==> config.mk <==
export PLATFORM = sky130hd
export DESIGN_NAME = fetch_ctrl
export DESIGN_NICKNAME = d
export VERILOG_FILES = /design/src/rtl/fetch_ctrl_pkg.sv /design/src/rtl/fetch_ctrl_sat_counter.sv /design/src/rtl/fetch_ctrl.sv
export SDC_FILE = /design/constraint.sdc
export NUM_CORES = 1
export LEC_CHECK = 0
export BUFFER_PORTS_ARGS = -buffer_cell sky130_fd_sc_hd__buf_2
export CORE_MARGIN = 2
export CORE_UTILIZATION = 51
export CTS_CLUSTER_DIAMETER = 50
export CTS_CLUSTER_SIZE = 12
export DETAILED_ROUTE_END_ITERATION = 16
export PLACE_DENSITY_LB_ADDON = 0.08
export SLEW_MARGIN = 0
export SYNTH_ARGS = -nofsm -noshare
export SYNTH_HDL_FRONTEND = slang
export SYNTH_SLANG_ARGS = --single-unit
export TNS_END_PERCENT = 5
==> constraint.sdc <==
create_clock -name clk -period 6.2 [get_ports clk]
set_input_delay 0.93 -clock clk [delete_from_list [all_inputs] [get_ports clk]]
set_output_delay 0.93 -clock clk [all_outputs]
set_load 0.05 [all_outputs]
==> src/rtl/fetch_ctrl_pkg.sv <==
// Shared definitions for the next-PC sequencer: FSM state encoding and boot address.
package fetch_ctrl_pkg;

   typedef enum logic [1:0] {
      BOOT     = 2'd0,
      RUN      = 2'd1,
      JR_WAIT  = 2'd2,
      REDIRECT = 2'd3
   } state_t;

   localparam logic [31:0] DEFAULT_RESET_PC = 32'h0000_3000;

   function automatic logic [31:0] word_align(input logic [31:0] addr);
      return {addr[31:2], 2'b00};
   endfunction

endpackage

==> src/rtl/fetch_ctrl_sat_counter.sv <==
// Up-counter that sticks at all-ones; cleared asynchronously by reset.
module sat_counter #(
   parameter int W = 16
) (
   input  logic         clk,
   input  logic         reset,
   input  logic         inc,
   output logic [W-1:0] count
);

   always_ff @(posedge clk or posedge reset) begin
      if (reset)
         count <= '0;
      else if (inc && (count != {W{1'b1}}))
         count <= count + 1'b1;
   end

endmodule

==> src/rtl/fetch_ctrl.sv <==
// Next-PC sequencer: picks the fetch address among boot, redirect, jr, predicted
// branch and PC+4, drives PC write-enable and IF/ID flushes, keeps perf counters.
module fetch_ctrl
   import fetch_ctrl_pkg::*;
#(
   parameter logic [31:0] RESET_PC = DEFAULT_RESET_PC,
   parameter int          CNT_W    = 16
) (
   input  logic             clk,
   input  logic             reset,
   input  logic [31:0]      cur_pc,
   input  logic             stall,
   input  logic             mispredict,
   input  logic [31:0]      redirect_pc,
   input  logic             jr_detect,
   input  logic             jr_ready,
   input  logic [31:0]      jr_target,
   input  logic             pred_taken,
   input  logic [31:0]      pred_target,
   output logic             pc_we,
   output logic [31:0]      next_pc,
   output logic             flush_if,
   output logic             flush_id,
   output logic [1:0]       fsm_state,
   output logic [CNT_W-1:0] stall_cycles,
   output logic [CNT_W-1:0] redirect_count
);

   state_t      state;
   state_t      state_nxt;
   logic [31:0] seq_pc;
   logic        stall_inc;
   logic        redirect_inc;

   assign seq_pc = word_align(cur_pc + 32'd4);

   always_comb begin
      pc_we        = 1'b0;
      next_pc      = seq_pc;
      flush_if     = 1'b0;
      flush_id     = 1'b0;
      state_nxt    = state;
      redirect_inc = 1'b0;
      if (reset) begin
         next_pc   = word_align(RESET_PC);
         flush_if  = 1'b1;
         flush_id  = 1'b1;
         state_nxt = BOOT;
      end else if (state == BOOT) begin
         pc_we     = 1'b1;
         next_pc   = word_align(RESET_PC);
         flush_if  = 1'b1;
         state_nxt = RUN;
      end else if (mispredict) begin
         // A pending jr is on the wrong path, so it is dropped here.
         pc_we        = 1'b1;
         next_pc      = word_align(redirect_pc);
         flush_if     = 1'b1;
         flush_id     = 1'b1;
         state_nxt    = REDIRECT;
         redirect_inc = 1'b1;
      end else begin
         case (state)
            REDIRECT: begin
               pc_we     = 1'b1;
               state_nxt = RUN;
            end
            JR_WAIT: begin
               flush_if = 1'b1;
               if (jr_ready) begin
                  pc_we     = 1'b1;
                  next_pc   = word_align(jr_target);
                  state_nxt = RUN;
               end
            end
            default: begin
               if (jr_detect) begin
                  flush_if = 1'b1;
                  if (jr_ready) begin
                     pc_we   = 1'b1;
                     next_pc = word_align(jr_target);
                  end else begin
                     state_nxt = JR_WAIT;
                  end
               end else if (stall) begin
                  pc_we = 1'b0;
               end else if (pred_taken) begin
                  pc_we   = 1'b1;
                  next_pc = word_align(pred_target);
               end else begin
                  pc_we = 1'b1;
               end
            end
         endcase
      end
   end

   always_ff @(posedge clk or posedge reset) begin
      if (reset)
         state <= BOOT;
      else
         state <= state_nxt;
   end

   assign fsm_state = state;
   assign stall_inc = !reset && !pc_we && ((state == RUN) || (state == JR_WAIT));

   sat_counter #(.W(CNT_W)) u_stall_cnt (
      .clk   (clk),
      .reset (reset),
      .inc   (stall_inc),
      .count (stall_cycles)
   );

   sat_counter #(.W(CNT_W)) u_redirect_cnt (
      .clk   (clk),
      .reset (reset),
      .inc   (redirect_inc),
      .count (redirect_count)
   );

endmodule

# --- Word level (Yosys, flattened, before mapping) ---
# Cells that the tools add are included.
totals:
  regBits: 34
  ramBits: 0
  out_inout_bits: 69
  latch_bits: 0
  n_memories: 0
  romBits: 0
  input_bits: 135
classes:
  n_eq_ne: 7
  magnitude_cmp: 0
  n_mux: 31
  bitwise: 0
  n_reduce_logical: 10
  div: 0
  shift: 0
  add_sub_neg: 3
  mul: 0
op_table:
  columns: ["operator", "count"]
  rows:
  - ["$mux 32", 7]
  - ["$pmux 32 s2", 1]
  - ["$add 16x1->16 const B", 2]
  - ["$add 32x3->32 const B", 1]
  - ["$ne 16x16->1 const B", 2]
  - ["$mux 1", 14]
  - ["$mux 2", 6]
  - ["$ne 6x3->1 const B", 1]
  - ["$reduce_bool 6->1", 1]
  - ["$ne 5x5->1 const B", 1]
  - ["$eq 2x2->1 const B", 2]
  - ["$logic_and 1x1->1", 4]
  - ["$pmux 1 s2", 2]
  - ["$pmux 2 s2", 1]
  - ["$reduce_and 3->1", 1]
  - ["$eq 2x1->1 const B", 1]
  - ["$logic_not 1->1", 2]
  - ["$logic_not 2->1", 1]
  - ["$logic_or 1x1->1", 1]

# --- Longest topological paths before layout ---
# Gate-level depths: netlist of run 1.
depth:
  word_depth: 10
  ltp_mapped: 10
  depth_no_buf: 8

# --- By module ---
# Synthesis of run 1 repeated with hierarchy kept, for this count alone.
unflattened:
  hier_cells: 563
  area_unflattened_um2: 4191.5
modules_own_cells:
  columns: ["module", "area_each_um2", "n_inst", "cells_each"]
  rows:
  - ["fetch_ctrl", 2563.7, 1, 421]
  - ["sat_counter (u_stall_cnt)", 822.0, 1, 71]
  - ["sat_counter (u_redirect_cnt)", 805.8, 1, 71]

# --- Worst setup path before layout of run 1 ---
# Ideal clock, no wire load.
synth_path:
  path_kind: "input port to output port"
  from: "input jr_detect"
  to: "output next_pc[19]"
  n_path_buf: 2
  arrival_ns: 3.462
  setup_slack_ns: 1.808
  stages: 5
  required_ns: 5.270
  path_cell_list: "clkbuf_1 -> nor3b_1 -> clkbuf_1 -> a221oi_1 -> o41ai_1"
synth_between:
  elab_chain_cells: 5
synth_rtl:
  columns: ["element", "line_no", "rtl"]
  rows:
  - ["start: declaration", "fetch_ctrl.sv:15", "input logic jr_detect,"]
  - ["$mux 32", "fetch_ctrl.sv:77", "if (jr_detect) begin"]
  - ["$pmux 32 s2", "fetch_ctrl.sv:63", "case (state)"]
  - ["$mux 32", "fetch_ctrl.sv:54", "end else if (mispredict) begin"]
  - ["$mux 32", "fetch_ctrl.sv:49", "end else if (state == BOOT) begin"]
  - ["$mux 32", "fetch_ctrl.sv:44", "if (reset) begin"]
  - ["end: declaration", "fetch_ctrl.sv:21", "output logic [31:0] next_pc,"]
# No other way between the ends.

# --- Worst setup path in the final report of run 1 ---
layout_path:
  from: "input jr_detect"
  to: "output next_pc[22]"
# Same word-level chain as after synthesis.

==> reports/metrics.csv, run 1 <==
metric;value;unit
WL/cell;18.1;um
register area;851;um^2
initial antenna violation count;0;
count leader, synth;nand2_1;
CTS Buf Count;5;
Syn-to-layout area delta;26.4;%
vias in the first global route;4878;
Worst Path Arrival;3.61;ns
post-CTS resize count;0;
die area;8680;um^2
Commonest cells post-synth;nand2_1, nor2_1, a21oi_1;
slowest library cell on the worst path;nor2_1;
Slew Viols, Final;0;
largest area contributor in the netlist;dfrtp_1;
Mapped Cells;571;
Final Instance Area;5120;um^2
Setup Slack @ Placement;1.78;ns
Final Hold Vio Count;0;
flip-flop and latch count after synthesis;34;
GRT Residual Overflow;0;
area post-placement;5030;um^2
HP Class;flop to flop;
Lkg Pwr;2.39;nW
H-tree depth;2;
initial core utilization;0.524;
PortBufs;193;
Detail Route Antenna Nets;0;
Peak VDD IR;0.249;mV
crit path cell chain;buf_2 > clkinv_1 > nor2_1 > nand2_1 > nand3_1 > nor2_1 > nor3_1 > buf_2;
Diodes inserted;0;
Cell Area, Synth;4050;um^2
worst skew pair latency;0.28;ns
fin crit share;0.733;
RSZ-0062 raised after global routing;false;
Critical Path Start Type;input pin;
drt first pass iters;6;
CP max FO;34;
family with the most delay on the worst path;buffers and inverters;
critical path buffer and inverter count;3;
Fillers;750;
final worst path period need;4.54;ns
synth unique cells;62;
vias;5354;
layout cells sized above 1;0.295;
Die Y;93.1;um
final net count;879;
Yosys Warn Count;0;
Clock Sinks;34;
hold buffer count at CTS;0;
Fin Setup TNS;0;ns
core box area;7730;um^2
# IOs;204;
fmax;220;MHz
final wirelength;15200;um
Die Wd;93.1;um
hpwl dp;11500;um
Mean Syn Cell Area;7.10;um^2
Multi-input gate area;3000;um^2
EDFF count, synth;0;
Starting DRT DRC Count;489;
Worst-Margin Slew;1.15;ns
final worst slack;1.66;ns
Placer Congestion;0.895;
Post-CTS Setup Bufs;0;
clock root cell;clkbuf_8;
pin count of the biggest net entering global routing;35;
status;completed;
CTS clock-pin slew for the worst setup and hold paths;0.06;ns
worst setup skew after layout;0.00525;ns
top cells by area, synth;dfrtp_1, nand2_1, xnor2_1;
kind of critical path;input pin to output pin;
Site Rows;32;
Max-slew headroom;0.231;
Slowest Stage Delay on Critical Path;0.69;ns
total power;0.00108;W
CTS Buffer Depth;2;
main flop type after synthesis;dfrtp_1;
CTS tree;built;
Worst setup EP type;output pin;
share of the synthesized area in the top cell type;0.210;
GRT Total Usage;0.331;
Async S/R FF share, synth;1.00;
Finish-stage setup viols;0;
# DRC;0;
power density over the cells;211;nW/um^2
first-pass GRT wire length;23300;um
max-cap violations;0;
vias per inst;6.37;
post-layout util;0.663;
sequential share of the synthesized area;0.210;
CP required;5.27;ns
placed cells by master, fill, tap and decap left out, types with 7 or more instances in the layout:
master,n
buf_2,193
nand2_1,73
nor2_1,55
a21oi_1,37
o21ai_0,36
dfrtp_1,34
xnor2_1,30
nand3_1,27
nor3_1,22
xor2_1,22
nand4_1,19
inv_1,12
a221oi_1,12
o211ai_1,11
o221ai_1,9
a211oi_1,8
and3_1,8
o31ai_1,8
and4_1,7
a31oi_1,7
stage by stage:
step	std cells	hold slack, ns
2_1_floorplan	572	0.791
3_3_place_gp	833	0.473
3_5_place_dp	833	0.483
4_1_cts	841	0.494
5_1_grt	841	0.521
6_report	841	0.491
area by class of cell:
class	count	share of cell area
well taps	102	0.0249
clock buffers	7	0.0169
inverters	13	0.00953
repair buffers	198	0.196
flip-flops and latches	34	0.166
clock inverters	1	0.000977
multi-input cells	486	0.586
per-layer routing:
layer  part of all wire  vias to the layer above  global-route usage
met2               0.47                      350               0.569
met4              0.042                        0               0.157
met5                  0                        -                   0
li1                   -                     2464                   -
met1               0.39                     2480               0.403
met3               0.10                       60              0.0540
registers in the layout, summed over array words and instances, names as in the netlist:
signal,count
u_redirect_cnt.count,16
u_stall_cnt.count,16
fsm_state,2
logic make-up after synthesis:
| group | Yosys count | share of synthesized area |
|---|---|---|
| compound gates | 176 | 0.302 |
| buf+inv | 52 | 0.0509 |
| fa+ha+maj | 6 | 0.0185 |
| mux | 4 | 0.0105 |
| xor+xnor | 52 | 0.112 |
| simple gates | 246 | 0.295 |
| other cells | 1 | 0.000925 |
| flops | 34 | 0.210 |
power breakdown:
part	internal, W	switching [W]
registers	0.000251	0.0000393
logic	0.000185	0.000440
clock network	0.0000895	0.0000775
worst reg2reg max path, stage by stage, from the launching register on:
cell and delay [ns]:
dfrtp_1 0.41, inv_1 0.10, ha_1 0.26, or2_2 0.32
nor2_1 0.87, nand4_1 0.21, nor3b_2 0.47, nand4_1 0.18
xnor2_1 0.16
worst paths after layout:
| kind | cells past startpoint | endpoint | start | slack, ns |
|---|---|---|---|---|
| worst max-delay path | 8 | next_pc[22] | jr_detect | 1.66 |
| worst min-delay path | 1 | u_redirect_cnt.count[5]$_DFFE_PP0P_ | u_redirect_cnt.count[5]$_DFFE_PP0P_ | 0.49 |
| worst max register to register | 8 | u_stall_cnt.count[15]$_DFFE_PP0P_ | fsm_state[0]$_DFFE_PP0P_ | 3.11 |
| worst min register to register | 1 | u_redirect_cnt.count[5]$_DFFE_PP0P_ | u_redirect_cnt.count[5]$_DFFE_PP0P_ | 0.49 |
| max in group asynchronous | 3 | u_redirect_cnt.count[10]$_DFFE_PP0P_ | reset | 5.08 |
| min in group asynchronous | 3 | u_stall_cnt.count[3]$_DFFE_PP0P_ | reset | 0.82 |
No activity file was read; power rests on OpenSTA's default activity.
==> run 2, diff against run 1 <==
- CORE_UTILIZATION: 51 -> 43
- clock period: 6.2 -> 3.82 ns (I/O delays scaled with it)
==> run 2 against run 1 <==
Combinational power is 66% higher. Total power increased by 62%. Register-to-register slack got worse by 2.3 ns. Count of clock-buffer cells in the layout did not move. First-iteration DRC count is 19% lower. Non-clock buffer count grew 17. Critical path depth unchanged. Final cell count grew 3.1%. Critical path type unchanged. Largest cell class unchanged.
==> reports/metrics.csv, run 2 (synthesized netlist as in run 1, its figures left out) <==
metric;value;unit;change
Finished Layout Cells;867;;+3.1%
worst skew pair latency;0.28;ns;about the same
power density over the cells;334;nW/um^2;+58%
vias in the first global route;4976;;+2.0%
HP Class;input pin to async pin;;
register area;851;um^2;unchanged
clock root cell;clkbuf_8;;
Post-CTS Setup Bufs;0;;unchanged
initial antenna violation count;1;;+1
CTS Buf Count;5;;unchanged
final wirelength;15600;um;+2.1%
# DRC;0;;unchanged
CP max FO;7;;-79%
Die Y;101;um;+8.5%
Fillers;924;;+23%
layout cells sized above 1;0.310;;+0.0149
Worst setup EP type;output pin;;
family with the most delay on the worst path;simple AND/OR/NAND/NOR gates;;
CP required;3.25;ns;-2.02 ns
CP dominant cell by count;buf_2;;
# IOs;204;;unchanged
Max-slew headroom;0.557;;+0.326
H-tree depth;2;;unchanged
GRT Total Usage;0.294;;-0.0373
Finish-stage setup viols;0;;unchanged
Fin Hold WS;0.462;ns;-0.0290 ns
Starting DRT DRC Count;396;;-19%
Final Hold Vio Count;0;;unchanged
PortBufs;193;;unchanged
die area;10200;um^2;+18%
Multi-input gate area;3010;um^2;+0.25%
r2r setup slk;0.82;ns;-2.29 ns
core box area;9200;um^2;+19%
final net count;896;;+1.9%
RSZ-0062 raised after global routing;false;;
Slew Viols, Final;0;;unchanged
Detail Route Antenna Nets;0;;unchanged
placed insts;859;;+3.1%
most common cell after layout, fill and taps aside;buf_2;;
R2R depth;9;;+1
CTS clock-pin slew for the worst setup and hold paths;0.06;ns;about the same
total power;0.00175;W;+62%
max-cap violations;0;;unchanged
CP endpoint;next_pc[31];;
kind of critical path;input pin to output pin;;
final worst path period need;3.44;ns;
fin crit share;0.901;;
Placer Congestion;0.915;;+2.2%
Worst R2R Start;fsm_state[0]$_DFFE_PP0P_;;
first-pass GRT wire length;24000;um;+3.1%
critical path startpoint;cur_pc[4];;
Clock Sinks;34;;unchanged
Worst-Margin Slew;0.662;ns;-0.487 ns
Lkg Pwr;2.47;nW;+3.4%
hold buffer count at CTS;0;;unchanged
Site Rows;35;;+9.4%
r2r endpoint;u_stall_cnt.count[14]$_DFFE_PP0P_;;
most frequent cells in the layout;buf_2, nand2_1, nor2_1, a21oi_1, o21ai_0;;
status;completed;;
crit path cell chain;buf_2 > nand4_1 > or4_1 > or4_4 > a21o_1 > a31o_1 > a21oi_2 > buf_2;;
WL/cell;17.9;um;-0.98%
worst setup skew after layout;0.00377;ns;-0.00148 ns
pin count of the biggest net entering global routing;35;;unchanged
Worst Path Arrival;2.87;ns;-0.74 ns
drt first pass iters;5;;-1
vias;5301;;-0.99%
CTS tree;built;;
Slowest Stage Delay on Critical Path;0.65;ns;-0.04 ns
Critical Path Start Type;input pin;;
critical path depth;8;;unchanged
critical path buffer and inverter count;2;;-1
Die Wd;101;um;+8.5%
GRT Residual Overflow;0;;unchanged
CTS Buffer Depth;2;;unchanged
initial core utilization;0.441;;-0.0838
hpwl dp;12100;um;+5.4%
vias per inst;6.11;;-4.0%
fmax;291;MHz;
Syn-to-layout area delta;29.7;%;
Peak VDD IR;0.416;mV;+67%
post-CTS resize count;0;;unchanged
slowest library cell on the worst path;or4_1;;
[run 2: layout make-up]
type / instances / area share
sequential: 34 / 0.162
inverter: 13 / 0.00929
tap: 111 / 0.0264
timing repair buffer: 215 / 0.215
multi-input combinational: 486 / 0.572
clock buffer: 7 / 0.0145
antenna: 1 / 0.000476
[run 2: stage by stage]
step / cell area (um^2) / setup slack [ns] / setup TNS (ns) / util
2_1_floorplan: 4060 / -0.0489 / -0.0840 / -
4_1_cts: 5250 / 0.416 / 0 / 0.571
5_1_grt: 5260 / 0.299 / 0 / 0.571
3_3_place_gp: 5180 / 0.435 / 0 / 0.563
3_5_place_dp: 5180 / 0.421 / 0 / 0.563
6_report: 5260 / 0.378 / 0 / 0.571
[run 2: metal layers]
metal	GRT usage	vias to the layer above	part of all wire
met5	0	-	0
met4	0.105	0	0.024
met3	0.0499	30	0.095
met2	0.511	294	0.48
met1	0.363	2476	0.40
li1	-	2501	-
[run 2: worst min-delay path by stage]
stage | end | start
finish | u_stall_cnt.count[8]$_DFFE_PP0P_ | reset
global route | u_stall_cnt.count[8]$_DFFE_PP0P_ | reset
CTS | u_stall_cnt.count[8]$_DFFE_PP0P_ | reset
detailed placement | u_redirect_cnt.count[15]$_DFFE_PP0P_ | u_redirect_cnt.count[15]$_DFFE_PP0P_
global placement | u_redirect_cnt.count[15]$_DFFE_PP0P_ | u_redirect_cnt.count[15]$_DFFE_PP0P_
floorplan | fsm_state[0]$_DFFE_PP0P_ | fsm_state[0]$_DFFE_PP0P_
[run 2: power by group]
| part | switching [W] | internal (W) | leakage, nW | total (W) |
|---|---|---|---|---|
| combinational | 0.000722 | 0.000319 | 1.98 | 0.00104 |
| clock | 0.000116 | 0.000125 | 0.0383 | 0.000241 |
| sequential | 0.0000649 | 0.000408 | 0.452 | 0.000473 |
| total | 0.000902 | 0.000851 | 2.47 | 0.00175 |
[run 2: tightest hold or removal path: stages]
cell and delay, ns:
buf_2 0.14, inv_1 0.07, buf_4 0.38
